### src/rtl/button_pkg.sv
// button_pkg: shared FSM encoding, default timing constants and width helpers
// for the button conditioner. Auto-repeat is compiled in only when the
// BUTTON_AUTOREPEAT_EN macro is defined.
package button_pkg;

  // Per-channel auto-repeat states
  typedef enum logic [1:0] {
    ST_IDLE       = 2'd0,
    ST_WAIT_DELAY = 2'd1,
    ST_REPEAT     = 2'd2
  } btn_state_e;

  // Defaults for a 50 MHz clock
  localparam int unsigned DEF_DEBOUNCE_CYCLES = 1_000_000;  // 20 ms
  localparam int unsigned DEF_REPEAT_DELAY    = 25_000_000; // 500 ms
  localparam int unsigned DEF_REPEAT_PERIOD   = 5_000_000;  // 100 ms

  // Counter width that can hold n-1, never narrower than one bit
  function automatic int unsigned clog2w(input int unsigned n);
    return (n < 2) ? 1 : $clog2(n);
  endfunction

  function automatic int unsigned max3(input int unsigned a, input int unsigned b,
                                       input int unsigned c);
    int unsigned m;
    m = (a > b) ? a : b;
    return (m > c) ? m : c;
  endfunction

  // Shared counter width for the default parameter set
  localparam int unsigned DEF_CNT_W =
    clog2w(max3(DEF_DEBOUNCE_CYCLES, DEF_REPEAT_DELAY, DEF_REPEAT_PERIOD));

endpackage

### src/rtl/button_channel.sv
// button_channel: one key path -- invert, 2-FF synchroniser, debounce counter,
// stable level, and strobe generation (auto-repeat FSM when
// BUTTON_AUTOREPEAT_EN is defined, single rising-edge strobe otherwise).
// Ports:
//   clk, rst_n      clock, asynchronous active-low reset
//   i_key_n         raw asynchronous key, 0 = pressed
//   o_held          debounced level, 1 = pressed (registered)
//   o_strobe_c      combinational strobe request from registered state only
module button_channel
  import button_pkg::*;
#(
  parameter int unsigned DEBOUNCE_CYCLES = DEF_DEBOUNCE_CYCLES,
  parameter int unsigned REPEAT_DELAY    = DEF_REPEAT_DELAY,
  parameter int unsigned REPEAT_PERIOD   = DEF_REPEAT_PERIOD
) (
  input  logic clk,
  input  logic rst_n,
  input  logic i_key_n,
  output logic o_held,
  output logic o_strobe_c
);

  localparam int unsigned CNT_W =
    clog2w(max3(DEBOUNCE_CYCLES, REPEAT_DELAY, REPEAT_PERIOD));

  logic             r_s1;
  logic             r_s2;
  logic             r_stable;
  logic [CNT_W-1:0] r_deb_cnt;

  // Synchroniser and debounce: a level is accepted only after it has
  // differed from the stable value for DEBOUNCE_CYCLES consecutive cycles
  always_ff @(posedge clk or negedge rst_n) begin
    if (!rst_n) begin
      r_s1      <= 1'b0;
      r_s2      <= 1'b0;
      r_stable  <= 1'b0;
      r_deb_cnt <= '0;
    end else begin
      r_s1 <= ~i_key_n;
      r_s2 <= r_s1;
      if (r_s2 == r_stable) begin
        r_deb_cnt <= '0;
      end else if (r_deb_cnt == CNT_W'(DEBOUNCE_CYCLES - 1)) begin
        r_stable  <= r_s2;
        r_deb_cnt <= '0;
      end else begin
        r_deb_cnt <= r_deb_cnt + CNT_W'(1);
      end
    end
  end

  assign o_held = r_stable;

`ifdef BUTTON_AUTOREPEAT_EN
  btn_state_e       r_state;
  btn_state_e       w_state_nxt;
  logic [CNT_W-1:0] r_timer;
  logic [CNT_W-1:0] w_timer_nxt;

  // FSM state and repeat timer
  always_ff @(posedge clk or negedge rst_n) begin
    if (!rst_n) begin
      r_state <= ST_IDLE;
      r_timer <= '0;
    end else begin
      r_state <= w_state_nxt;
      r_timer <= w_timer_nxt;
    end
  end

  // Next state and strobe; release always wins over a timer match
  always_comb begin
    w_state_nxt = r_state;
    w_timer_nxt = r_timer;
    o_strobe_c  = 1'b0;
    case (r_state)
      ST_IDLE: begin
        w_timer_nxt = '0;
        // IDLE is only entered with stable low, so stable high here is a fresh press
        if (r_stable) begin
          o_strobe_c  = 1'b1;
          w_state_nxt = ST_WAIT_DELAY;
        end
      end
      ST_WAIT_DELAY: begin
        if (!r_stable) begin
          w_state_nxt = ST_IDLE;
          w_timer_nxt = '0;
        end else if (r_timer == CNT_W'(REPEAT_DELAY - 1)) begin
          o_strobe_c  = 1'b1;
          w_timer_nxt = '0;
          w_state_nxt = ST_REPEAT;
        end else begin
          w_timer_nxt = r_timer + CNT_W'(1);
        end
      end
      ST_REPEAT: begin
        if (!r_stable) begin
          w_state_nxt = ST_IDLE;
          w_timer_nxt = '0;
        end else if (r_timer == CNT_W'(REPEAT_PERIOD - 1)) begin
          o_strobe_c  = 1'b1;
          w_timer_nxt = '0;
        end else begin
          w_timer_nxt = r_timer + CNT_W'(1);
        end
      end
      default: begin
        w_state_nxt = ST_IDLE;
        w_timer_nxt = '0;
      end
    endcase
  end
`else
  logic r_stable_d;

  // Previous stable level for rising-edge detection
  always_ff @(posedge clk or negedge rst_n) begin
    if (!rst_n) begin
      r_stable_d <= 1'b0;
    end else begin
      r_stable_d <= r_stable;
    end
  end

  assign o_strobe_c = r_stable & ~r_stable_d;
`endif

endmodule

### src/rtl/button_conditioner.sv
// button_conditioner: debounced up/down key front end producing single-cycle
// increment/decrement strobes. Auto-repeat is built when BUTTON_AUTOREPEAT_EN
// is defined.
// Ports:
//   clk           system clock
//   button_reset  asynchronous active-low reset
//   key_up_n      raw up key, 0 = pressed
//   key_down_n    raw down key, 0 = pressed
//   up_pulse      one-cycle increment strobe (registered)
//   down_pulse    one-cycle decrement strobe (registered, loses to up)
//   up_held       debounced up level
//   down_held     debounced down level
module button_conditioner
  import button_pkg::*;
#(
  parameter int unsigned DEBOUNCE_CYCLES = DEF_DEBOUNCE_CYCLES,
  parameter int unsigned REPEAT_DELAY    = DEF_REPEAT_DELAY,
  parameter int unsigned REPEAT_PERIOD   = DEF_REPEAT_PERIOD
) (
  input  logic clk,
  input  logic button_reset,
  input  logic key_up_n,
  input  logic key_down_n,
  output logic up_pulse,
  output logic down_pulse,
  output logic up_held,
  output logic down_held
);

  logic w_up_strobe_c;
  logic w_down_strobe_c;
  logic r_up_pulse;
  logic r_down_pulse;

  button_channel #(
    .DEBOUNCE_CYCLES (DEBOUNCE_CYCLES),
    .REPEAT_DELAY    (REPEAT_DELAY),
    .REPEAT_PERIOD   (REPEAT_PERIOD)
  ) u_up (
    .clk        (clk),
    .rst_n      (button_reset),
    .i_key_n    (key_up_n),
    .o_held     (up_held),
    .o_strobe_c (w_up_strobe_c)
  );

  button_channel #(
    .DEBOUNCE_CYCLES (DEBOUNCE_CYCLES),
    .REPEAT_DELAY    (REPEAT_DELAY),
    .REPEAT_PERIOD   (REPEAT_PERIOD)
  ) u_down (
    .clk        (clk),
    .rst_n      (button_reset),
    .i_key_n    (key_down_n),
    .o_held     (down_held),
    .o_strobe_c (w_down_strobe_c)
  );

  // Output strobes; a coincident down strobe is dropped to match the
  // counter's up-over-down priority
  always_ff @(posedge clk or negedge button_reset) begin
    if (!button_reset) begin
      r_up_pulse   <= 1'b0;
      r_down_pulse <= 1'b0;
    end else begin
      r_up_pulse   <= w_up_strobe_c;
      r_down_pulse <= w_down_strobe_c & ~w_up_strobe_c;
    end
  end

  assign up_pulse   = r_up_pulse;
  assign down_pulse = r_down_pulse;

endmodule

### config.mk
export PLATFORM = sky130hd
export DESIGN_NAME = button_conditioner
export DESIGN_NICKNAME = d
export VERILOG_FILES = /design/src/rtl/button_pkg.sv /design/src/rtl/button_channel.sv /design/src/rtl/button_conditioner.sv
export SDC_FILE = /design/constraint.sdc
export NUM_CORES = 1
export LEC_CHECK = 0
export CORE_MARGIN = 5
export CORE_UTILIZATION = 55
export CTS_BUF_LIST = sky130_fd_sc_hd__clkbuf_8
export CTS_CLUSTER_DIAMETER = 30
export DETAILED_ROUTE_END_ITERATION = 8
export DONT_BUFFER_PORTS = 1
export PLACE_DENSITY_LB_ADDON = 0.25
export SYNTH_ARGS = -nofsm -noshare
export SYNTH_HDL_FRONTEND = slang
export SYNTH_HIERARCHICAL = 1
export SYNTH_SLANG_ARGS = --single-unit
### constraint.sdc
create_clock -name clk -period 2.5 [get_ports clk]
set_clock_uncertainty 0.1 [all_clocks]
set_input_delay 0.375 -clock clk [delete_from_list [all_inputs] [get_ports clk]]
set_output_delay 0.375 -clock clk [all_outputs]
set_load 0.02 [all_outputs]
==> results.yml, run 1 <==
status:
  status: "finished clean"
floorplan:
  rows: 27
  io_pins: 8
  start_util_pct: 55.6
  dieArea_mm2: 0.00705
  coreArea_mm2: 0.00541
  die_width_um: 83.9
  die_h_um: 83.9
timing:
  finalMaxSlewViolations: 0
  post-route-period-util_pct: 86.5
  setup_viol: 0
  period_needed_ns: 2.16
  slew_headroom_pct: 64.0
  rsz0062_at_grt: "no"
  max_freq_mhz: 463
  fin_setup_tns_ns: 0
  max_slew.worst_pin.slew_ns: 0.538
  hold_violations: 0
  setup_ws_ns: 0.338
routing:
  ant_nets: 0
  vias_per_cell: 5.94
  dr.pass1.iters: 4
  routed_wl_um: 5760
  drc: 0
  via_count: 2270
  drt_iter0_markers: 117
  wl_per_cell_um: 15.1
critical_path:
  cp.arrival_ns: 2.28
  rr_worst_depth: 4
  worst-path-max-fanout: 6
  cp-end-kind: "register"
  critPathRequiredTime_ns: 2.62
  cp-start-kind: "register"
  path_class: "reg2reg"
clock_network:
  clock-sinks: 60
  clk_latency_ns: 0.33
  cts_tree: "yes"
  cts_resized: 0
  clock-root-buffer: "clkbuf_8"
  path_clk_slew_ns: 0.07
  h-tree-depth: 3
  cts_buffers: 9
  cts_buffer_depth: 2
grt:
  antenna_found_initial: 0
  grt_start_max_net_pins: 61
  grtUsageTotal_pct: 18.2
  first_global_vias: 2223
  gr-total-overflow: 0
  grt_pass1_wl_um: 10300
finish:
  drive_above_1_share_pct: 10.0
  layout.cells.non_filler: 382
  n_antenna_cell: 0
  finalInstanceArea_mm2: 0.00332
  finalNetCount: 312
  area_growth_pct: 10.3
synthesis:
  synth_common_cells: "dfrtp_1, nor2_1, a21oi_1, xnor2_1, o31ai_1"
  syn_avg_cell_area_um2: 9.99
  synth-edff-count: 0
  yosysWarnings: 6
  synth_flop_cell: "dfrtp_1"
  synth_top_area_share_pct: 49.9
  synth_nets: 307
  yosys.area.top_type: "dfrtp_1"
  syn-cell-area_mm2: 0.00301
  synth-seq-area-share_pct: 49.9
  synth_cell_types: 33
  yosys-top-cells-area: "dfrtp_1, xnor2_1, nor2_1"
  synth.most_common_cell: "dfrtp_1"
  ys_seq_elements: 60
  async_flop_share_pct: 100
  syn_inst: 301
pwr:
  p_leak_uw: 0.00127
  irDropWorstVdd_uv: 553
  power_density_mw_per_mm2: 583
place:
  port_buffers: 0
  place_congestion: 0.809
  post-place-ws_ns: 0.338
  dpl_cell_area_mm2: 0.00306
  dpl.hpwl_um: 3700
  dp.cells: 363
hold_path:
  holdPathStages: 0
  min_path_type: "reg2reg"
run:
  drv_cap: 0
==> worst max-delay path, cell delays in order (launching register included) <==
cell     delay (ns)
dfrtp_1        0.44
or4b_1         0.52
or4_4          0.52
nor2_1         0.13
mux2_2         0.34
==> power by group <==
part / switching, uW / total [uW] / internal (uW)
Combinational: 42.6 / 66.5 / 24.0
Clock: 368 / 874 / 507
Sequential: 11.9 / 994 / 982
==> sequential cells by signal, indices dropped and copies added (netlist names) <==
signal and count:
u_up/r_deb_cnt 25, u_down/r_s2 1, up_pulse 1, u_up/r_s2 1, u_down/r_stable_d 1, u_up/r_stable_d 1
u_up/o_held 1, u_down/o_held 1, u_down/r_deb_cnt 25, u_up/r_s1 1, u_down/r_s1 1, down_pulse 1
==> per-layer routing <==
metal	track usage [%]	vias up	part of all wire, %
met4	6.43	0	1.2
met3	6.32	7	4.5
li1	-	1114	-
met2	30.0	52	50
met1	22.0	1097	44
met5	0	-	0
==> metrics by stage <==
step	utilization [%]	hold slack (ns)	power, uW
finish	61.4	0.255	1930
floorplan	-	-0.0206	1040
global route	61.4	0.264	2030
detailed placement	56.6	-0.0191	1050
CTS	61.4	0.255	1960
global placement	56.6	-0.0191	1050
==> repair_timing <==
| action | in CTS | in global routing |
|---|---|---|
| buffers inserted | 0 | 0 |
| hold endpoints to repair | 62 | 0 |
| hold buffers | 4 | 0 |
==> final timing paths <==
check | from | endpoint | slack [ns]
max | u_down/r_deb_cnt[10]$_DFF_PN0_ | u_down/o_held$_DFFE_PN0P_ | 0.34
min | u_down/r_s1$_DFF_PN0_ | u_down/r_s2$_DFF_PN0_ | 0.25
max reg2reg | u_down/r_deb_cnt[10]$_DFF_PN0_ | u_down/o_held$_DFFE_PN0P_ | 0.34
min reg2reg | u_down/r_s1$_DFF_PN0_ | u_down/r_s2$_DFF_PN0_ | 0.25
max in group asynchronous | button_reset | u_up/r_deb_cnt[10]$_DFF_PN0_ | 1.58
min in group asynchronous | button_reset | u_down/r_deb_cnt[21]$_DFF_PN0_ | 0.47
==> logic make-up (layout without fill, tap and decap cells) <==
family	count (synthesis)	after routing	share of synthesized area, %
muxes	2	2	0.749
adders and majority gates	2	2	0.832
DFF	60	60	49.9
buffers and inverters	22	31	3.83
xor gates and xnor gates	26	26	7.57
AOI/OAI and AO/OA	44	44	9.57
and+or+nand+nor	145	145	27.5
==> cells in the final DEF (no fill, tap or decap), types with 3 or more instances in the layout <==
cell type      instances
a21oi_1               20
and3_1                 6
clkbuf_8              11
dfrtp_1               60
dlygate4sd3_1          3
inv_1                 10
nand2_1               16
nand3_1               14
nand4_1               16
nor2_1                36
nor3_1                 8
nor4_1                 8
o21ai_0                4
o31ai_1               18
or3_1                  6
or4_1                 16
xnor2_1               20
xor2_1                 6
==> area by class of cell <==
cell class | count | area [um^2]
Clock buffer | 11 | 151
Clock inverter | 4 | 48.8
Fill cell | 460 | 2090
Inverter | 10 | 37.5
Multi-Input combinational cell | 219 | 1390
Sequential cell | 60 | 1500
Tap cell | 72 | 90.1
Timing Repair Buffer | 6 | 97.6
No activity file was read; power rests on OpenSTA's default activity.
==> inputs of run 2 (changes only) <==
--- a/config.mk
+++ b/config.mk
@@ -5,6 +5,7 @@
 export SDC_FILE = /design/constraint.sdc
 export NUM_CORES = 1
 export LEC_CHECK = 0
+export CAP_MARGIN = 5
 export CORE_MARGIN = 5
 export CORE_UTILIZATION = 55
 export CTS_BUF_LIST = sky130_fd_sc_hd__clkbuf_8
==> results of run 2 <==
Same layout as run 1: the final DEF is identical, and so are final timing and power.
==> inputs of run 3 (changes only) <==
--- a/config.mk
+++ b/config.mk
@@ -9,10 +9,11 @@
 export CORE_MARGIN = 5
 export CORE_UTILIZATION = 55
 export CTS_BUF_LIST = sky130_fd_sc_hd__clkbuf_8
-export CTS_CLUSTER_DIAMETER = 30
+export CTS_CLUSTER_DIAMETER = 60
 export DETAILED_ROUTE_END_ITERATION = 8
 export DONT_BUFFER_PORTS = 1
 export PLACE_DENSITY_LB_ADDON = 0.25
+export SKIP_CTS_REPAIR_TIMING = 1
 export SYNTH_ARGS = -nofsm -noshare
 export SYNTH_HDL_FRONTEND = slang
 export SYNTH_HIERARCHICAL = 1
==> run 3 against run 2 <==
Non-clock buffer count stayed put. Combinational power about the same. Count of clock-buffer cells in the layout unchanged. Utilization unchanged. Final area unchanged. Power is essentially flat. Sequential share of layout area stayed put. Register-to-register slack hardly changed. Wire length increased by 0.50%. Cell count is the same. Sequential power about the same. Worst hold slack got worse by 0.0024 ns.
==> results.yml, run 3 (synthesized netlist as in run 1, its figures left out) <==
floorplan:
  start_util_pct: 55.6
  coreArea_mm2: 0.00541
  die_width_um: 83.9
  rows: 27
  dieArea_mm2: 0.00705
  die_h_um: 83.9
  io_pins: 8
place:
  dpl.hpwl_um: 3700
  port_buffers: 0
  place_congestion: 0.809
  dp.cells: 363
  dpl_cell_area_mm2: 0.00306
pwr:
  power_density_mw_per_mm2: 584
  p_leak_uw: 0.00127
  irDropWorstVdd_uv: 555
grt:
  grt_pass1_wl_um: 10100
  first_global_vias: 2193
  gr-total-overflow: 0
  grtUsageTotal_pct: 17.9
  grt_start_max_net_pins: 61
  antenna_found_initial: 0
critical_path:
  cp-end-kind: "register"
  cp-start-kind: "register"
  cp.arrival_ns: 2.28
  critPathMaxStageDelay_ns: 0.52
  crit_buf_inv: 0
  timing.reg2reg.setup_slack_ns: 0.34
  r2r_end: "u_down/o_held$_DFFE_PN0P_"
  crit_chain: "or4b_1 > or4_4 > nor2_1 > mux2_2"
  path_class: "reg2reg"
  crit_slowest_cell: "or4b_1"
  worst-path-max-fanout: 6
  timing.rr.start: "u_down/r_deb_cnt[10]$_DFF_PN0_"
  rr_worst_depth: 4
  path_delay_family: "simple AND/OR/NAND/NOR gates"
  critPathRequiredTime_ns: 2.62
finish:
  regArea_mm2: 0.00150
  final_util_pct: 61.4
  drive_above_1_share_pct: 10.0
  finalInstanceArea_mm2: 0.00332
  top_regs: "u_down/r_deb_cnt x25, u_up/r_deb_cnt x25"
  final_cell_mix: "dfrtp_1, nor2_1, a21oi_1, xnor2_1, o31ai_1"
  finalNetCount: 312
  n_antenna_cell: 0
  multi_input_area_mm2: 0.00139
  mostFrequentLayoutCell: "dfrtp_1"
  layout.cells.non_filler: 382
  area_growth_pct: 10.3
  nFillCells: 459
timing:
  hold_violations: 0
  rsz0062_at_grt: "no"
  max_slew.worst_pin.slew_ns: 0.551
  finalMaxSlewViolations: 0
  period_needed_ns: 2.16
  whs_ns: 0.253
  fin_setup_tns_ns: 0
  slew_headroom_pct: 63.2
  setup_viol: 0
  post-route-period-util_pct: 86.3
  max_freq_mhz: 463
hold_path:
  holdPathStages: 0
  whs_endpoint: "u_down/r_s2$_DFF_PN0_"
  hold_start: "u_down/r_s1$_DFF_PN0_"
  min_path_type: "reg2reg"
status:
  status: "finished clean"
clock_network:
  cts_tree: "yes"
  clock-root-buffer: "clkbuf_8"
  path_clk_slew_ns: 0.07
  cts_buffers: 9
  clock-sinks: 60
  h-tree-depth: 3
  cts_buffer_depth: 2
  clk_latency_ns: 0.33
routing:
  ant_nets: 0
  dr.pass1.iters: 4
  routed_wl_um: 5790
  drt_iter0_markers: 141
  drc: 0
  wl_per_cell_um: 15.2
  via_count: 2269
  vias_per_cell: 5.94
run:
  drv_cap: 0
-- run 3: where the power goes --
part           internal (uW)  switching [uW]
Sequential               982            12.1
Combinational           24.0            42.4
Clock                    507             368
Total                   1510             422
-- run 3: layer usage --
layer	wire length, um	global-route usage (%)
met1	2530	22.1
met2	2890	28.9
met3	282	6.42
met4	85	6.43
met5	0	0
-- run 3: how the worst max path moves through the flow --
stage	to	depth (start not counted)	slack [ns]	start
after global routing	u_down/r_deb_cnt[15]$_DFF_PN0_	5	0.27	u_down/r_deb_cnt[10]$_DFF_PN0_
after CTS	u_down/o_held$_DFFE_PN0P_	4	0.33	u_down/r_deb_cnt[10]$_DFF_PN0_
final	u_down/o_held$_DFFE_PN0P_	4	0.34	u_down/r_deb_cnt[10]$_DFF_PN0_
after detailed placement	u_down/o_held$_DFFE_PN0P_	4	0.34	u_down/r_deb_cnt[10]$_DFF_PN0_
after global placement	u_down/o_held$_DFFE_PN0P_	4	0.39	u_down/r_deb_cnt[10]$_DFF_PN0_
after floorplan	u_down/o_held$_DFFE_PN0P_	4	0.42	u_down/r_deb_cnt[10]$_DFF_PN0_
-- run 3: area by class of cell --
cell class	instances	share of cell area, %
clock buffer	11	4.56
clock inverter	4	1.47
sequential	60	45.3
multi-input combinational	219	41.9
tap	72	2.72
timing repair buffer	6	2.94
inverter	10	1.13
-- run 3: metrics by stage --
step           total power, uW  worst slack, ns
4_1_cts                   1930            0.332
2_1_floorplan             1040            0.424
3_5_place_dp              1050            0.338
3_3_place_gp              1050            0.393
6_report                  1940            0.342
5_1_grt                   2030            0.269
